$ cat config.mk
export PLATFORM = sky130hd
export DESIGN_NAME = div32_seq_flat
export DESIGN_NICKNAME = d
export VERILOG_FILES = /design/src/rtl/div32_seq_pkg.sv /design/src/rtl/div32_seq_if.sv /design/src/rtl/div32_seq_addsub32.sv /design/src/rtl/div32_seq.sv /design/src/flat_wrapper.sv
export SDC_FILE = /design/constraint.sdc
export NUM_CORES = 1
export LEC_CHECK = 0
export BUFFER_PORTS_ARGS = -buffer_cell sky130_fd_sc_hd__buf_2
export CORE_ASPECT_RATIO = 1.4
export CORE_UTILIZATION = 60
export CTS_BUF_LIST = sky130_fd_sc_hd__clkbuf_8
export DETAILED_ROUTE_END_ITERATION = 12
export GPL_TIMING_DRIVEN = 0
export MAX_ROUTING_LAYER = met4
export PLACE_DENSITY_LB_ADDON = 0.3
export RECOVER_POWER = 25
export SLEW_MARGIN = 20
export SYNTH_ARGS = -nofsm -noshare
export SYNTH_HDL_FRONTEND = slang
export SYNTH_HIERARCHICAL = 1
export SYNTH_SLANG_ARGS = --single-unit
$ cat constraint.sdc
create_clock -name i_clk -period 10.3 [get_ports i_clk]
set_clock_uncertainty 0.1 [all_clocks]
set_input_delay 1.03 -clock i_clk [delete_from_list [all_inputs] [get_ports i_clk]]
set_output_delay 1.03 -clock i_clk [all_outputs]
set_load 0.02 [all_outputs]
$ cat src/rtl/div32_seq_pkg.sv
// div32_seq_pkg: shared types and constants for the sequential 32-bit divider.
//   div_state_e : FSM state encoding (Idle/Busy/Fixup/Done = 0..3)
//   DivIter     : restoring-division iterations per operation
//   DivDzQ      : quotient delivered on divide-by-zero
package div32_seq_pkg;

  typedef enum logic [1:0] {
    StIdle  = 2'd0,
    StBusy  = 2'd1,
    StFixup = 2'd2,
    StDone  = 2'd3
  } div_state_e;

  localparam int unsigned DivIter = 32;
  localparam logic [31:0] DivDzQ  = 32'hFFFF_FFFF;

endpackage

$ cat src/rtl/div32_seq_if.sv
// div32_seq_if: request/result bundle between EX control and the divider.
//   master : drives start, sign, cancel, a, b; observes q, r, busy, ready, dz
//   slave  : the divider side (directions reversed)
interface div32_seq_if #(
  parameter int unsigned Width = 32
) ();
  logic             start;
  logic             sign;
  logic             cancel;
  logic [Width-1:0] a;
  logic [Width-1:0] b;
  logic [Width-1:0] q;
  logic [Width-1:0] r;
  logic             busy;
  logic             ready;
  logic             dz;

  modport master (
    output start, sign, cancel, a, b,
    input  q, r, busy, ready, dz
  );

  modport slave (
    input  start, sign, cancel, a, b,
    output q, r, busy, ready, dz
  );
endinterface

$ cat src/rtl/div32_seq_addsub32.sv
// addsub32: 32-bit adder/subtracter shared with the ALU datapath.
//   i_a, i_b : operands
//   i_sub    : 1 = i_a - i_b, 0 = i_a + i_b
//   o_s      : result (carry-out discarded)
module addsub32 (
  input  logic [31:0] i_a,
  input  logic [31:0] i_b,
  input  logic        i_sub,
  output logic [31:0] o_s
);
  logic [31:0] w_b;

  assign w_b = i_b ^ {32{i_sub}};
  assign o_s = i_a + w_b + {31'd0, i_sub};
endmodule

$ cat src/rtl/div32_seq.sv
// div32_seq: iterative signed/unsigned divider for MIPS DIV/DIVU.
//   i_clk   : rising-edge clock
//   i_rst_n : asynchronous active-low reset
//   io_div  : slave side of div32_seq_if
//             start/sign/a/b sampled in Idle, cancel aborts Busy/Fixup,
//             q (LO) / r (HI) / dz valid from the ready pulse and held.
// One restoring step per cycle on operand magnitudes, then a single fixup
// cycle applies signs using two addsub32 instances as negators.
module div32_seq
  import div32_seq_pkg::*;
#(
  parameter int unsigned Width = 32,
  parameter int unsigned CntW  = 5
) (
  input  logic       i_clk,
  input  logic       i_rst_n,
  div32_seq_if.slave io_div
);
  localparam logic [CntW-1:0] LastCnt = CntW'(DivIter - 1);

  div_state_e       r_state, w_state_nxt;
  logic [CntW-1:0]  r_cnt;
  logic [Width-1:0] r_dvd, r_dvs, r_rem, r_quo, r_q, r_r;
  logic             r_sign, r_a_sgn, r_b_sgn, r_dz;
  logic             w_busy, w_ready, w_in_idle, w_neg_q, w_neg_r, w_dz;
  logic [Width:0]   w_trial, w_diff;
  logic [Width-1:0] w_neg0_in, w_neg1_in, w_neg0, w_neg1, w_mag_a, w_mag_b;

  // The negators compute operand magnitudes in Idle and sign-fix results in
  // Fixup; the two uses never overlap.
  assign w_in_idle = (r_state == StIdle);
  assign w_neg0_in = w_in_idle ? io_div.a : r_quo;
  assign w_neg1_in = w_in_idle ? io_div.b : r_rem;

  addsub32 u_neg0 (
    .i_a   (32'd0),
    .i_b   (w_neg0_in),
    .i_sub (1'b1),
    .o_s   (w_neg0)
  );

  addsub32 u_neg1 (
    .i_a   (32'd0),
    .i_b   (w_neg1_in),
    .i_sub (1'b1),
    .o_s   (w_neg1)
  );

  assign w_mag_a = (io_div.sign && io_div.a[Width-1]) ? w_neg0 : io_div.a;
  assign w_mag_b = (io_div.sign && io_div.b[Width-1]) ? w_neg1 : io_div.b;

  assign w_trial = {r_rem, r_dvd[Width-1]};
  assign w_diff  = w_trial - {1'b0, r_dvs};

  assign w_neg_q = r_sign && (r_a_sgn != r_b_sgn);
  assign w_neg_r = r_sign && r_a_sgn;
  // |b| is zero exactly when b is zero.
  assign w_dz    = (r_dvs == '0);

  always_comb begin
    w_state_nxt = r_state;
    w_busy      = 1'b0;
    w_ready     = 1'b0;
    unique case (r_state)
      StIdle: begin
        if (io_div.start && !io_div.cancel) w_state_nxt = StBusy;
      end
      StBusy: begin
        w_busy = 1'b1;
        if (io_div.cancel)        w_state_nxt = StIdle;
        else if (r_cnt == LastCnt) w_state_nxt = StFixup;
      end
      StFixup: begin
        w_busy      = 1'b1;
        w_state_nxt = io_div.cancel ? StIdle : StDone;
      end
      StDone: begin
        w_ready     = 1'b1;
        w_state_nxt = StIdle;
      end
      default: w_state_nxt = StIdle;
    endcase
  end

  always_ff @(posedge i_clk or negedge i_rst_n) begin
    if (!i_rst_n) begin
      r_state <= StIdle;
      r_cnt   <= '0;
      r_dvd   <= '0;
      r_dvs   <= '0;
      r_rem   <= '0;
      r_quo   <= '0;
      r_q     <= '0;
      r_r     <= '0;
      r_sign  <= 1'b0;
      r_a_sgn <= 1'b0;
      r_b_sgn <= 1'b0;
      r_dz    <= 1'b0;
    end else begin
      r_state <= w_state_nxt;
      unique case (r_state)
        StIdle: begin
          if (io_div.start && !io_div.cancel) begin
            r_dvd   <= w_mag_a;
            r_dvs   <= w_mag_b;
            r_rem   <= '0;
            r_quo   <= '0;
            r_cnt   <= '0;
            r_sign  <= io_div.sign;
            r_a_sgn <= io_div.a[Width-1];
            r_b_sgn <= io_div.b[Width-1];
            r_dz    <= 1'b0;
          end
        end
        StBusy: begin
          if (!io_div.cancel) begin
            r_rem <= w_diff[Width] ? w_trial[Width-1:0] : w_diff[Width-1:0];
            r_quo <= {r_quo[Width-2:0], ~w_diff[Width]};
            r_dvd <= {r_dvd[Width-2:0], 1'b0};
            r_cnt <= r_cnt + 1'b1;
          end
        end
        StFixup: begin
          if (!io_div.cancel) begin
            // With a zero divisor the remainder ends up as |a|, so the normal
            // remainder fixup already restores the raw dividend.
            r_q  <= w_dz ? DivDzQ : (w_neg_q ? w_neg0 : r_quo);
            r_r  <= w_neg_r ? w_neg1 : r_rem;
            r_dz <= w_dz;
          end
        end
        default: ;
      endcase
    end
  end

  assign io_div.q     = r_q;
  assign io_div.r     = r_r;
  assign io_div.dz    = r_dz;
  assign io_div.busy  = w_busy;
  assign io_div.ready = w_ready;
endmodule

$ cat src/flat_wrapper.sv
// flat-port wrapper written by rule: the top's interface ports become plain ports
module div32_seq_flat import div32_seq_pkg::*;
#(
  parameter int unsigned Width = 32,
  parameter int unsigned CntW  = 5
)
  (i_clk, i_rst_n, io_div_start, io_div_sign, io_div_cancel, io_div_a, io_div_b, io_div_q, io_div_r, io_div_busy, io_div_ready, io_div_dz);
  div32_seq_if #(.Width(Width)) io_div_i ();
  input  logic i_clk;
  input  logic i_rst_n;
  input wire logic [$bits(io_div_i.start)-1:0] io_div_start;
  input wire logic [$bits(io_div_i.sign)-1:0] io_div_sign;
  input wire logic [$bits(io_div_i.cancel)-1:0] io_div_cancel;
  input wire logic [$bits(io_div_i.a)-1:0] io_div_a;
  input wire logic [$bits(io_div_i.b)-1:0] io_div_b;
  output wire logic [$bits(io_div_i.q)-1:0] io_div_q;
  output wire logic [$bits(io_div_i.r)-1:0] io_div_r;
  output wire logic [$bits(io_div_i.busy)-1:0] io_div_busy;
  output wire logic [$bits(io_div_i.ready)-1:0] io_div_ready;
  output wire logic [$bits(io_div_i.dz)-1:0] io_div_dz;
  assign io_div_i.start = io_div_start;
  assign io_div_i.sign = io_div_sign;
  assign io_div_i.cancel = io_div_cancel;
  assign io_div_i.a = io_div_a;
  assign io_div_i.b = io_div_b;
  assign io_div_q = io_div_i.q;
  assign io_div_r = io_div_i.r;
  assign io_div_busy = io_div_i.busy;
  assign io_div_ready = io_div_i.ready;
  assign io_div_dz = io_div_i.dz;
  div32_seq #(.Width(Width), .CntW(CntW)) u_core (.i_clk(i_clk), .i_rst_n(i_rst_n), .io_div(io_div_i));
endmodule
==> impl_table.tex <==
\begin{tabular}{lr}
\hline
Metric & Value \\
\hline
\multicolumn{2}{l}{\textbf{Drt}} \\
\quad Uppermost routed layer & met4 \\
\quad Average wire per cell in the routed design & slightly below 20 um \\
\quad DR vias/cell & approximately 6.1 \\
\quad Metal-1 WL & 18,700 um \\
\quad Post-Route WL & 49,900 um \\
\quad Total DRC errors in the routed layout & 0 \\
\quad Detailed-routed wire length on met3 & 2400 um \\
\quad Met2 wire length & roughly 26,000 um \\
\quad Vias after detailed routing & 15,400 \\
\quad Number of detailed-routing iterations run before antenna repair & 6 \\
\quad Number of DRC markers in iteration 0 & slightly above 900 \\
\quad Final antenna-violating net count & 0 \\
\multicolumn{2}{l}{\textbf{Clocking}} \\
\quad Sinks on Clock Net & $\sim$200 \\
\quad Maximum level of the CTS H-tree & 2 \\
\quad Maximum buffer depth of the clock tree & 3 \\
\quad Root Buffer Master & sky130\_fd\_sc\_hd\_\_clkbuf\_8 \\
\quad Source-to-sink clock delay at the later pin of the worst-skew pair & roughly 560 ps \\
\quad Number of buffers inserted during clock tree synthesis & 37 \\
\quad Clock slew at reported path FFs & around 60 ps \\
\quad Hold bufs inserted after CTS & 0 \\
\quad Post-CTS setup buffers & 0 \\
\quad Clock tree from TritonCTS & yes \\
\quad Number of gates resized after CTS & 0 \\
\multicolumn{2}{l}{\textbf{Finish}} \\
\quad Storage element area & $\sim$5100 um\^{}2 \\
\quad Filler Cell Count & $\sim$2,300 \\
\quad Area Overhead vs Synth & 13.7\% \\
\quad Multi-input gate area & around 11,000 um\^{}2 \\
\quad Final nets & between 2,000 and 2,500 \\
\quad Share of cells above drive strength 1 & between 10 and 15\% \\
\multicolumn{2}{l}{\textbf{STA}} \\
\quad Worst setup slack after layout & slightly below 4000 ps \\
\quad Final critical-path required period & around 6400 ps \\
\quad Tcrit/Tclk final & 62.3\% \\
\quad Number of setup violations in the final report & 0 \\
\quad Endpoints failing hold & 0 \\
\quad Max-slew headroom at the worst pin & -209\% \\
\quad Worst Tran Pin Value & 4630 ps \\
\quad Number of pins with negative max-slew slack in the final report & around 120 \\
\quad Maximum clock frequency & 156 MHz \\
\quad RSZ-0062 raised after global routing & false \\
\quad Final-layout setup total negative slack & 0 ps \\
\multicolumn{2}{l}{\textbf{Global route}} \\
\quad Largest net degree at the start of global routing & 85 \\
\quad Initial antenna violation count & 1 \\
\quad Total gr overflow & 0 \\
\quad Vias in the first global route & 15,700 \\
\quad Wire length of the first global-routing pass & between 70,000 and 80,000 um \\
\quad GR Util All Layers & $\sim$37\% \\
\multicolumn{2}{l}{\textbf{Floorplan}} \\
\quad Standard-cell row count & about 70 \\
\quad Die extent in y & 197 um \\
\quad Standard cell core area & about 27,000 um\^{}2 \\
\quad \# IOs & $\sim$140 \\
\quad Die Area & 27,900 um\^{}2 \\
\quad Die outline width & $\sim$140 um \\
\quad Initial cell density of the core & between 60\% and 70\% \\
\multicolumn{2}{l}{\textbf{Power and ir drop}} \\
\quad Fraction of power consumed by the clock network & approximately 14\% \\
\quad Portion of total power attributed to combinational logic & between 60\% and 70\% \\
\quad Net switching power figure & 0.00283 W \\
\quad Switching portion of total power & about 48\% \\
\quad Tot Pwr & just under 0.006 W \\
\quad Cell-internal power & 0.00303 W \\
\quad Leakage power of the design & 9.19 nW \\
\quad Worst IR Drop VDD & 0.180 mV \\
\quad Power share of the sequential group & 22.1\% \\
\quad Power per Cell Area & about 320 nW/um\^{}2 \\
\multicolumn{2}{l}{\textbf{Critical path}} \\
\quad Buffer and inverter count on the worst path & 2 \\
\quad Slowest CP cell & sky130\_fd\_sc\_hd\_\_clkbuf\_1 \\
\quad Beginning of the worst register-to-register path & u\_core/r\_state[1]\$\_DFFE\_PN0P\_ \\
\quad Max incr delay on CP & $\sim$3300 ps \\
\quad Critical Path Sink Type & asynchronous set/reset pin \\
\quad Worst Path Max Fanout & 84 \\
\quad Worst setup path start & i\_rst\_n \\
\quad Cell Chain, Critical Path & clkbuf\_1 > clkbuf\_1 \\
\quad Cell occurring most often along the worst timing path & sky130\_fd\_sc\_hd\_\_clkbuf\_1 \\
\quad Data arrival time of the critical path & between 5000 and 6000 ps \\
\quad Worst setup path class & in -> async \\
\quad Crit start category & primary input \\
\quad Required time at the endpoint of the critical path & just under 10,000 ps \\
\quad Crit-path leading delay family & buffers and inverters \\
\multicolumn{2}{l}{\textbf{Hold path}} \\
\quad Hold Path Class & reg -> reg \\
\quad Hold Startpoint & u\_core/io\_div.r[15]\$\_DFFE\_PN0P\_ \\
\multicolumn{2}{l}{\textbf{Synthesis}} \\
\quad Yosys cell types & 73 \\
\quad Synthesized netlist cell count & 1,892 \\
\quad Part of the Yosys area used for sequential elements & approximately 31\% \\
\quad Register bit total from synthesis & around 200 \\
\quad Post-synthesis average cell area & 8.64 um\^{}2 \\
\quad Synth warn & 6 \\
\quad Top flip-flop cell by instance count after synthesis & sky130\_fd\_sc\_hd\_\_dfrtp\_1 \\
\quad Post-synthesis async set-or-reset flop share & between 90\% and 100\% \\
\quad Cell area after technology mapping & $\sim$16,000 um\^{}2 \\
\quad Number of enable flip-flop cells after synthesis & 0 \\
\multicolumn{2}{l}{\textbf{Run status}} \\
\quad Outcome & complete, but fails checks \\
\quad Failing checks & max-capacitance violations, max-slew violations \\
\multicolumn{2}{l}{\textbf{Place}} \\
\quad IO buf count & between 100 and 150 \\
\quad HPWL after DPL & just under 40,000 um \\
\quad Worst slack at placement & roughly 4900 ps \\
\quad Placer Congestion & 0.976 \\
\multicolumn{2}{l}{\textbf{Flow run}} \\
\quad Max-capacitance violation count & 2 \\
\hline
\end{tabular}
[per-stage QoR]
| step | utilization [%] | instances | area [um^2] | hold slack (ps) |
|---|---|---|---|---|
| 2_1_floorplan | - | 1966 | 16600 | 345 |
| 3_3_place_gp | 66.1 | 2464 | 17700 | 356 |
| 3_5_place_dp | 66.4 | 2466 | 17800 | 365 |
| 4_1_cts | 69.4 | 2533 | 18600 | 229 |
| 5_1_grt | 69.3 | 2534 | 18600 | 396 |
| 6_report | 69.3 | 2534 | 18600 | 369 |
[power groups by stage]
| stage | registers [W] | logic (W) | clock network (W) |
|---|---|---|---|
| 2_1_floorplan | 0.00130 | 0.00273 | 0 |
| 3_3_place_gp | 0.00129 | 0.00350 | 0 |
| 3_5_place_dp | 0.00130 | 0.00358 | 0 |
| 4_1_cts | 0.00129 | 0.00360 | 0.000851 |
| 5_1_grt | 0.00132 | 0.00406 | 0.000882 |
| 6_report | 0.00130 | 0.00372 | 0.000838 |
[cells in the mapped netlist (14+ instances only)]
cell                       count  area [um^2]
sky130_fd_sc_hd__a21o_1       33          248
sky130_fd_sc_hd__nand2_1     233          875
sky130_fd_sc_hd__o21ai_0     143          716
sky130_fd_sc_hd__o21ai_1      36          180
sky130_fd_sc_hd__inv_1        63          236
sky130_fd_sc_hd__xor2_1       97          850
sky130_fd_sc_hd__clkbuf_1     97          364
sky130_fd_sc_hd__mux2i_1     127         1270
sky130_fd_sc_hd__nor2_1       87          327
sky130_fd_sc_hd__xnor2_1      56          490
sky130_fd_sc_hd__a22o_1       34          298
sky130_fd_sc_hd__dfrtp_1     203         5080
sky130_fd_sc_hd__nor3_1       17         85.1
sky130_fd_sc_hd__buf_1        14         52.6
sky130_fd_sc_hd__mux2_2       65          732
sky130_fd_sc_hd__a31oi_1      43          269
sky130_fd_sc_hd__o21bai_1     17          128
sky130_fd_sc_hd__a21oi_1     147          736
sky130_fd_sc_hd__nand4_1      23          144
sky130_fd_sc_hd__nand3_1      64          320
sky130_fd_sc_hd__ha_1        104         1300
[tightest hold or removal path, stage by stage, from the launching register on]
cell and delay, ps:
sky130_fd_sc_hd__dfrtp_1 330, sky130_fd_sc_hd__nand2_1 40, sky130_fd_sc_hd__o21ai_0 60
[path summary, 6_finish.rpt]
kind	end	slack [ps]	cells after the start
max reg2reg	u_core/r_dvd[28]$_DFFE_PN0P_	4670	19
min	u_core/io_div.r[15]$_DFFE_PN0P_	370	2
max in group i_clk	u_core/r_dvd[28]$_DFFE_PN0P_	4670	19
min in group asynchronous	u_core/r_quo[20]$_DFFE_PN0P_	940	1
max	u_core/r_dvs[23]$_DFFE_PN0P_	3880	2
min reg2reg	u_core/io_div.r[15]$_DFFE_PN0P_	370	2
[routing by layer]
| layer | vias to the layer above | track usage, % |
|---|---|---|
| li1 | 7230 | - |
| met5 | - | - |
| met3 | 177 | 4.73 |
| met4 | 0 | 22.7 |
| met1 | 7430 | 38.8 |
| met2 | 532 | 66.6 |
[placed cells by master, fill, tap and decap left out, drive strengths merged, types with 87 or more instances in the layout]
cell,count
mux2i,129
o21ai,181
buf,155
xor2,97
nand2,234
nor2,87
a21oi,151
dfrtp,203
clkbuf,151
ha,104
[sequential cells by signal, summed over array words and instances, names as in the netlist]
| register | cells |
|---|---|
| u_core/io_div.dz | 1 |
| u_core/io_div.q | 32 |
| u_core/io_div.r | 32 |
| u_core/r_a_sgn | 1 |
| u_core/r_b_sgn | 1 |
| u_core/r_cnt | 5 |
| u_core/r_dvd | 32 |
| u_core/r_dvs | 32 |
| u_core/r_quo | 32 |
| u_core/r_rem | 32 |
| u_core/r_sign | 1 |
| u_core/r_state | 2 |
[layout make-up]
class	instances	area share, %
inverters	63	1.27
clock inverters	15	0.498
clock buffers	52	3.85
multi-input cells	1581	58.0
repair buffers	135	3.74
well taps	365	2.46
diodes	1	0.0135
flip-flops and latches	203	27.3
plain buffers	119	2.77
[logic make-up after synthesis]
family	share of synthesized area, %
AOI/OAI and AO/OA	21.3
and+or+nand+nor	14.0
DFF	31.1
other	0.0460
xor gates and xnor gates	8.20
buffers and inverters	4.60
adders and majority gates	8.33
muxes	12.4
(Power assumes the default switching activity.)
